===== src/rtl/seg_scan_display.sv =====
// seg_scan_display: snapshots one of CHANNELS debug words and scans a DIGITS-wide hex page
// onto a common-anode display; on-chip debounced keys step the page and toggle freeze.
module seg_scan_display #(
  parameter int DIGITS = 2,
  parameter int CHANNELS = 4,
  parameter int DIV = 50000,
  parameter int DEBOUNCE = 1000000
) (
  input  logic                     clk,
  input  logic                     rst,
  input  logic [32*CHANNELS-1:0]   data,
  input  logic [3:0]               sw,
  input  logic [1:0]               key,
  output logic [DIGITS-1:0]        com,
  output logic [7:0]               segs,
  output logic [3:0]               leds
);
  localparam int PAGES = 32 / (4 * DIGITS);
  localparam int PW = PAGES > 1 ? $clog2(PAGES) : 1;
  localparam int DW = DIGITS > 1 ? $clog2(DIGITS) : 1;
  localparam int SW = $clog2(CHANNELS);
  localparam int CW = $clog2(DIV);
  localparam int BW = $clog2(DEBOUNCE);
  localparam logic [127:0] FONT = {8'h8E, 8'h86, 8'hA1, 8'hC6, 8'h83, 8'h88, 8'h90, 8'h80,
                                   8'hF8, 8'h82, 8'h92, 8'h99, 8'hB0, 8'hA4, 8'hF9, 8'hC0};
  logic [1:0]           sync1_q, sync1_d, sync2_q, sync2_d, lvl_q, lvl_d, pulse_q, pulse_d;
  logic [1:0][BW-1:0]   cnt_q, cnt_d;
  logic [PW-1:0]        page_q, page_d;
  logic                 frozen_q, frozen_d;
  logic [31:0]          snap_q, snap_d;
  logic [CW-1:0]        div_q, div_d;
  logic [DW-1:0]        digit_q, digit_d;
  logic [DIGITS-1:0]    com_q, com_d;
  logic [7:0]           segs_q, segs_d, glyph;
  logic [3:0]           leds_q, leds_d, sel, nib;
  logic                 div_wrap;
  always_comb begin
    sync1_d = key;
    sync2_d = sync1_q;
    cnt_d = cnt_q;
    lvl_d = lvl_q;
    // a level is accepted only after DEBOUNCE consecutive samples that disagree with it
    for (int i = 0; i < 2; i++) begin
      cnt_d[i] = (sync2_q[i] == lvl_q[i] || cnt_q[i] == BW'(DEBOUNCE - 1)) ? '0 : cnt_q[i] + 1'b1;
      lvl_d[i] = (sync2_q[i] != lvl_q[i] && cnt_q[i] == BW'(DEBOUNCE - 1)) ? sync2_q[i] : lvl_q[i];
    end
    pulse_d = lvl_q & ~lvl_d;
    page_d = PAGES == 1 ? '0 :
             pulse_q[0] ? (page_q == PW'(PAGES - 1) ? '0 : page_q + 1'b1) : page_q;
    frozen_d = frozen_q ^ pulse_q[1];
    sel = sw & 4'((1 << SW) - 1);
    snap_d = frozen_q ? snap_q : (int'(sel) < CHANNELS ? data[32*sel +: 32] : '0);
    div_wrap = div_q == CW'(DIV - 1);
    div_d = div_wrap ? '0 : div_q + 1'b1;
    digit_d = div_wrap ? (digit_q == DW'(DIGITS - 1) ? '0 : digit_q + 1'b1) : digit_q;
    // com and segs both derive from the current digit so they switch on the same edge
    nib = 4'(snap_q >> (4 * (int'(page_q) * DIGITS + int'(digit_q))));
    glyph = FONT[8*nib +: 8];
    segs_d = {glyph[7] & ~(frozen_q && digit_q == '0), glyph[6:0]};
    com_d = ~(DIGITS'(1) << digit_q);
    leds_d = {~&lvl_q, frozen_q, 2'(page_q)};
  end
  always_ff @(posedge clk or posedge rst) begin
    if (rst) begin
      sync1_q  <= 2'b11;
      sync2_q  <= 2'b11;
      lvl_q    <= 2'b11;
      cnt_q    <= '0;
      pulse_q  <= '0;
      page_q   <= '0;
      frozen_q <= 1'b0;
      snap_q   <= '0;
      div_q    <= '0;
      digit_q  <= '0;
      com_q    <= '1;
      segs_q   <= 8'hFF;
      leds_q   <= '0;
    end else begin
      sync1_q  <= sync1_d;
      sync2_q  <= sync2_d;
      lvl_q    <= lvl_d;
      cnt_q    <= cnt_d;
      pulse_q  <= pulse_d;
      page_q   <= page_d;
      frozen_q <= frozen_d;
      snap_q   <= snap_d;
      div_q    <= div_d;
      digit_q  <= digit_d;
      com_q    <= com_d;
      segs_q   <= segs_d;
      leds_q   <= leds_d;
    end
  end
  assign com = com_q;
  assign segs = segs_q;
  assign leds = leds_q;
endmodule

===== config.mk =====
export PLATFORM = sky130hd
export DESIGN_NAME = seg_scan_display
export DESIGN_NICKNAME = d
export VERILOG_FILES = /design/src/rtl/seg_scan_display.sv
export SDC_FILE = /design/constraint.sdc
export NUM_CORES = 1
export LEC_CHECK = 0
export ABC_AREA = 1
export BUFFER_PORTS_ARGS = -buffer_cell sky130_fd_sc_hd__buf_2
export CAP_MARGIN = 30
export CORE_UTILIZATION = 45
export DETAILED_ROUTE_END_ITERATION = 8
export GPL_TIMING_DRIVEN = 0
export PLACE_DENSITY = 0.71
export SYNTH_ARGS = -nofsm -noshare
export SYNTH_HDL_FRONTEND = slang
export SYNTH_SLANG_ARGS = --single-unit

===== constraint.sdc =====
create_clock -name clk -period 5.75 [get_ports clk]
set_input_delay 0.2875 -clock clk [delete_from_list [all_inputs] [get_ports clk]]
set_output_delay 0.2875 -clock clk [all_outputs]
set_load 0.1 [all_outputs]

==> results of run 1 <==
## cell usage after synthesis (all sizes together)
cell and instances:
o21bai 1, nand3b 2, nor3 20, dfrtp 98, dfstp 16, buf 15, xor2 23, and3 1
nand3 68, a31oi 4, o21ai 104, nor3b 1, ha 9, o211ai 3, clkbuf 17, nor4 4
inv 96, nand4 15, o22ai 30, nor2 164, or2 1, a21oi 5, nand2 185, xnor2 7
## flip-flops by register name, indices dropped and copies added (netlist names)
register / count
com: 2
lvl_q: 2
page_q: 2
sync1_q: 2
digit_q: 1
pulse_q: 2
cnt_q: 40
div_q: 16
snap_q: 32
leds: 4
sync2_q: 2
segs: 8
frozen_q: 1
## worst register-to-register path: cells and delay by family, from the launching register on
kind	cells	cell delay, ps
flops	1	420
buf+inv	3	510
simple gates	8	740
fa+ha+maj	1	220
## stage by stage
| stage | util [%] | instance area, um2 | hold slack [ps] | worst slack, ps | cells |
|---|---|---|---|---|---|
| 2_1_floorplan | - | 6560 | 292 | 2470 | 889 |
| 3_3_place_gp | 53.5 | 7520 | 347 | 1220 | 1215 |
| 3_5_place_dp | 53.8 | 7550 | 349 | 3830 | 1216 |
| 4_1_cts | 58.4 | 8200 | 41.0 | 3780 | 1250 |
| 5_1_grt | 58.4 | 8200 | 101 | 3520 | 1250 |
| 6_report | 58.4 | 8200 | 26.0 | 3770 | 1250 |
## area by class of cell
cell class	count	area [um2]
Fill cell	1321	5850
Tap cell	180	225
Multi-Input combinational cell	647	3170
Clock buffer	18	439
Sequential cell	114	2870
Inverter	96	363
Buffer	32	164
Timing Repair Buffer	149	778
Clock inverter	14	188
## power by group through the flow
stage                     Clock, mW  Sequential, mW  Combinational [mW]
final                          1.10           0.857               0.289
after detailed placement          0           0.870               0.287
after CTS                      1.12           0.857               0.291
after global routing           1.16           0.860               0.324
after floorplan                   0           0.929               0.133
after global placement            0           0.870               0.282
## logic make-up (layout without fill, tap and decap cells)
kind of cell | Yosys count | after routing | share of synthesized area, %
simple gates | 461 | 461 | 30.5
compound gates | 147 | 147 | 12.0
buf+inv | 128 | 309 | 7.99
flops | 114 | 114 | 43.8
xor+xnor | 30 | 30 | 4.00
fa+ha+maj | 9 | 9 | 1.72
## layer usage
layer / vias up / part of all wire [%] / GRT usage, %
met3: 36 / 4.2 / 5.02
met1: 2979 / 44 / 30.4
met5: - / 0 / 0
met2: 161 / 49 / 40.8
met4: 0 / 2.7 / 10.4
li1: 3232 / - / -
## worst min-delay path by stage
stage	from	to	slack, ps
floorplan	key[0]	sync1_q[0]	290
detailed placement	sync1_q[1]	sync2_q[1]	350
global route	rst	cnt_q[30]	100
CTS	rst	cnt_q[32]	40
global placement	sync1_q[0]	sync2_q[0]	350
finish	rst	cnt_q[32]	30
==> metrics.md, run 1 <==
| Metric | Value |
|---|---|
| RSZ-0062 raised after global routing | `false` |
| Routed len/inst | `13.6 um` |
| Hold Crit Class | `in -> async` |
| Crit path top cell by count | `nand2_1` |
| DRC | `0` |
| Peak VDD IR | `212 uV` |
| Pin count of the biggest net entering global routing | `64` |
| Crit path capture | `segs[6]` |
| CTS root buf | `clkbuf_16` |
| Power per cell area | `274 mW/mm2` |
| Sequential area share after synthesis | `43.8%` |
| Critical Path RT | `6090 ps` |
| Flop pwr share | `38.1%` |
| CP startpoint | `digit_q` |
| Synthesized area | `0.00656 mm2` |
| First-pass GRT wire length | `28400 um` |
| Avg Cell Area, Syn | `7.38 um2` |
| Core footprint | `0.0140 mm2` |
| PortBufs | `146` |
| Slowest CP cell | `dfrtp_1` |
| Total power | `2.25 mW` |
| Final Hold Fails | `0` |
| Critical path peak fanout | `10` |
| Comb pwr share | `12.9%` |
| Grt ovf | `0` |
| Setup TNS | `0 ps` |
| Critical Path, Cell by Cell | `inv_2, buf_2, nand2_1, nand3_1, nand3_1, nand2_1, inv_1, ha_1, nand3_1, nand2_1, nand2_1, nand2_1` |
| Relative max-transition margin | `49.8%` |
| Reg2Reg Depth | `12` |
| Worst skew pair latency | `410 ps` |
| GRT Total Usage | `24.4%` |
| Hold_buf cts | `2` |
| Dpl hpwl | `12400 um` |
| Ys Warns | `0` |
| Skew final | `8.53 ps` |
| Sw frac | `25.7%` |
| P&R area growth vs syn | `24.9%` |
| Max Cap Viol | `0` |
| Layout cells sized above 1 | `21.6%` |
| Antenna violations before repair | `0` |
| Crit path capture type | `flop` |
| Status | `complete, no violations` |
| Max frequency | `506 MHz` |
| ANT nets after route | `0` |
| Startpoint types | `flop` |
| Die extent in y | `123 um` |
| Diode count | `0` |
| Cts bufs inserted | `17` |
| CP Data Arrival Time | `2310 ps` |
| Reg-to-Reg Start | `digit_q` |
| Clock transition at path regs | `60 ps` |
| Commonest non-fill, non-tap cell in the layout | `nand2_1` |
| Die width | `123 um` |
| # resized after CTS | `0` |
| Synth area leader | `dfrtp_1` |
| Tcrit/Tclk final | `34.4%` |
| Initial Utilization | `46.7%` |
| Synthesized net count | `1034` |
| Worst-margin pin slew | `753 ps` |
| Number of cells on the critical path | `12` |
| WP buf/inv | `3` |
| Final WL | `17000 um` |
| R2R Path End | `segs[6]` |
| Clock Sink Count | `114` |
| CTS tree | `yes` |
| CTS max path bufs | `2` |
| CTS H-tree depth | `4` |
| Synth area leaders | `dfrtp_1, nand2_1, nor2_1` |
| Drt first pass iters | `6` |
| NetSw | `0.577 mW` |
| Fin nets | `1202` |
| Final setup fails | `0` |
| CP peak stage delay | `420 ps` |
| Via/cell ratio | `5.13` |
| Synth top area share | `37.4%` |
| Worst Setup Path Type | `reg -> reg` |
| Number of global-route vias before repair | `6091` |
| GP Congestion | `0.892` |
| Row count | `43` |
| Delay-heaviest family, CP | `simple AND/OR/NAND/NOR gates` |
| Ports | `150` |
| Most frequent cells in the layout | `nand2_1, nor2_1, buf_2` |
| Lkg Pwr | `4.05 nW` |
| Full die area | `0.0151 mm2` |
| Iteration-0 DRC Markers | `396` |
| R2r setup slk | `3770 ps` |
| Post-synthesis cell type count | `37` |
| Post-CTS Setup Bufs | `0` |
| Period minus WS final | `1980 ps` |
| Pint | `1.67 mW` |
| Yosys reg bits | `114` |
| Via count | `6408` |
| Pins Over Slew Limit | `0` |
| Cells after synthesis | `889` |
| Clk pwr share | `49.0%` |
(Power assumes the default switching activity.)
==> run 2, diff against run 1 <==
- clock period: 5.75 -> 2.05 ns (I/O delays scaled with it)
==> metrics.md, run 2 (synthesis gave the netlist of run 1 again) <==
| Metric | Value |
|---|---|
| Status | `complete, no violations` |
| CP Data Arrival Time | `2180 ps (-130 ps)` |
| Hold Crit Class | `in -> reg` |
| R2r setup slk | `170 ps (-3610 ps)` |
| Initial Utilization | `46.7% (unchanged)` |
| CTS root buf | `clkbuf_16` |
| Tcrit/Tclk final | `91.8% (+57 points)` |
| Critical Path, Cell by Cell | `ha_1, nand3_2, nor3b_4, nand3_4, nand2_4, buf_12, nor2_1` |
| Hold Crit Start | `data[123]` |
| Reg-to-Reg Start | `cnt_q[20]` |
| ANT nets after route | `0 (unchanged)` |
| RSZ-0062 raised after global routing | `false` |
| Dpl hpwl | `12800 um (+2.7%)` |
| Antenna violations before repair | `0 (unchanged)` |
| Largest regs | `cnt_q: 40 flops, snap_q: 32 flops, div_q: 16 flops` |
| CTS tree | `yes` |
| Period minus WS final | `1880 ps (-93.5 ps)` |
| Commonest non-fill, non-tap cell in the layout | `nand2_1` |
| Clock transition at path regs | `50 ps (about the same)` |
| Final WL | `17200 um (+1.4%)` |
| Max reg flops | `40 (unchanged)` |
| PortBufs | `146 (unchanged)` |
| Die width | `123 um (unchanged)` |
| Cts bufs inserted | `17 (unchanged)` |
| Diode count | `0 (unchanged)` |
| Critical path peak fanout | `10 (unchanged)` |
| Post-CTS Setup Bufs | `0 (unchanged)` |
| P&R area growth vs syn | `25.1%` |
| Most frequent cells in the layout | `nand2_1, nor2_1, buf_2` |
| Core footprint | `0.0140 mm2 (unchanged)` |
| Full die area | `0.0151 mm2 (unchanged)` |
| Power per cell area | `744 mW/mm2 (+170%)` |
| Worst Setup Path Type | `reg -> reg` |
| First-pass GRT wire length | `28200 um (-0.93%)` |
| Startpoint types | `flop` |
| Worst skew pair latency | `410 ps (about the same)` |
| WHS Endpoint | `snap_q[27]` |
| Final core occ | `58.5% (+0.089 points)` |
| GRT Total Usage | `24.1% (-0.30 points)` |
| Critical Path RT | `2350 ps (-3740 ps)` |
| WP buf/inv | `1 (-2)` |
| Grt ovf | `0 (unchanged)` |
| Row count | `43 (unchanged)` |
| Relative max-transition margin | `62.1% (+12 points)` |
| Iteration-0 DRC Markers | `405 (+2.3%)` |
| # fillers | `1296 (-1.9%)` |
| Max Cap Viol | `0 (unchanged)` |
| Worst-margin pin slew | `566 ps (-187 ps)` |
| Most flops, register | `cnt_q` |
| CTS max path bufs | `2 (unchanged)` |
| Lkg Pwr | `4.06 nW (+0.29%)` |
| Pin count of the biggest net entering global routing | `42 (-34%)` |
| GP Congestion | `0.914 (+2.4%)` |
| Pins Over Slew Limit | `0 (unchanged)` |
| Crit path capture type | `flop` |
| Setup TNS | `0 ps (unchanged)` |
| Final setup fails | `0 (unchanged)` |
| Via count | `6433 (+0.39%)` |
| Place WS | `114 ps (-3710 ps)` |
| CP peak stage delay | `500 ps (+80 ps)` |
| Delay-heaviest family, CP | `simple AND/OR/NAND/NOR gates` |
| Clock Sink Count | `114 (unchanged)` |
| Routed len/inst | `13.7 um (+1.1%)` |
| Drt first pass iters | `5 (-1)` |
| Layout cells sized above 1 | `21.7% (+0.11 points)` |
| Skew final | `8.75 ps (+0.220 ps)` |
| Die extent in y | `123 um (unchanged)` |
| Number of global-route vias before repair | `6120 (+0.48%)` |
| R2R Path End | `cnt_q[33]` |
| Via/cell ratio | `5.13 (about the same)` |
| Slowest CP cell | `dfrtp_1` |
| CTS H-tree depth | `4 (unchanged)` |
| Final Hold Fails | `0 (unchanged)` |
| Ports | `150 (unchanged)` |
| Reg2Reg Depth | `7 (-5)` |
| DRC | `0 (unchanged)` |
| Fin nets | `1206 (+0.33%)` |
| Peak VDD IR | `571 uV (+170%)` |
| WHS Path Cells | `3` |
| Max frequency | `531 MHz (+5.0%)` |
| Worst setup margin | `168 ps (-3610 ps)` |
run 2: final cells by class:
type                    instances  area (um2)  share of cell area, %
flip-flops and latches        114        2870                   35.0
multi-input cells             647        3170                   38.6
repair buffers                153         831                   10.1
well taps                     180         225                   2.74
plain buffers                  32         166                   2.03
inverters                      96         364                   4.44
clock buffers                  21         470                   5.73
clock inverters                11         110                   1.34
run 2: report_power, final:
part	internal [mW]	switching, mW	leakage (nW)
logic	0.275	0.549	2.33
clock network	1.87	1.01	0.288
registers	2.37	0.0377	1.44
total	4.51	1.60	4.06
run 2: through the flow:
step | hold WS, ps | power, mW | instances | area, um2
floorplan | 107 | 2.98 | 889 | 6570
finish | 23.4 | 6.10 | 1254 | 8210
global route | 49.4 | 6.34 | 1254 | 8210
detailed placement | 174 | 3.25 | 1218 | 7580
global placement | 209 | 3.23 | 1215 | 7520
CTS | 22.8 | 6.15 | 1254 | 8200
run 2: worst max path at each step:
stage / from / endpoint / cells past startpoint
6_report: cnt_q[20] / cnt_q[33] / 7
5_1_grt: digit_q / segs[5] / 12
4_1_cts: digit_q / segs[6] / 12
3_5_place_dp: digit_q / segs[6] / 12
3_3_place_gp: rst / cnt_q[3] / 2
2_1_floorplan: digit_q / segs[5] / 12
run 2: routing by layer:
layer	wire (um)	GRT usage [%]
met1	7700	30.0
met2	8180	40.7
met3	949	6.09
met4	357	7.47
met5	0	0
run 2: what timing repair did:
item                                    4_1_cts  5_1_grt
gates resized for setup                       0        3
hold buffers                                  4        0
hold endpoints to repair                     17        0
endpoints found under the setup margin        0        6
run 2: worst register-to-register path, cell delays in order, from the launching register on:
cell and delay (ps):
dfrtp_1 500, ha_1 270, nand3_2 140, nor3b_4 330, nand3_4 180, nand2_4 160
buf_12 150, nor2_1 50
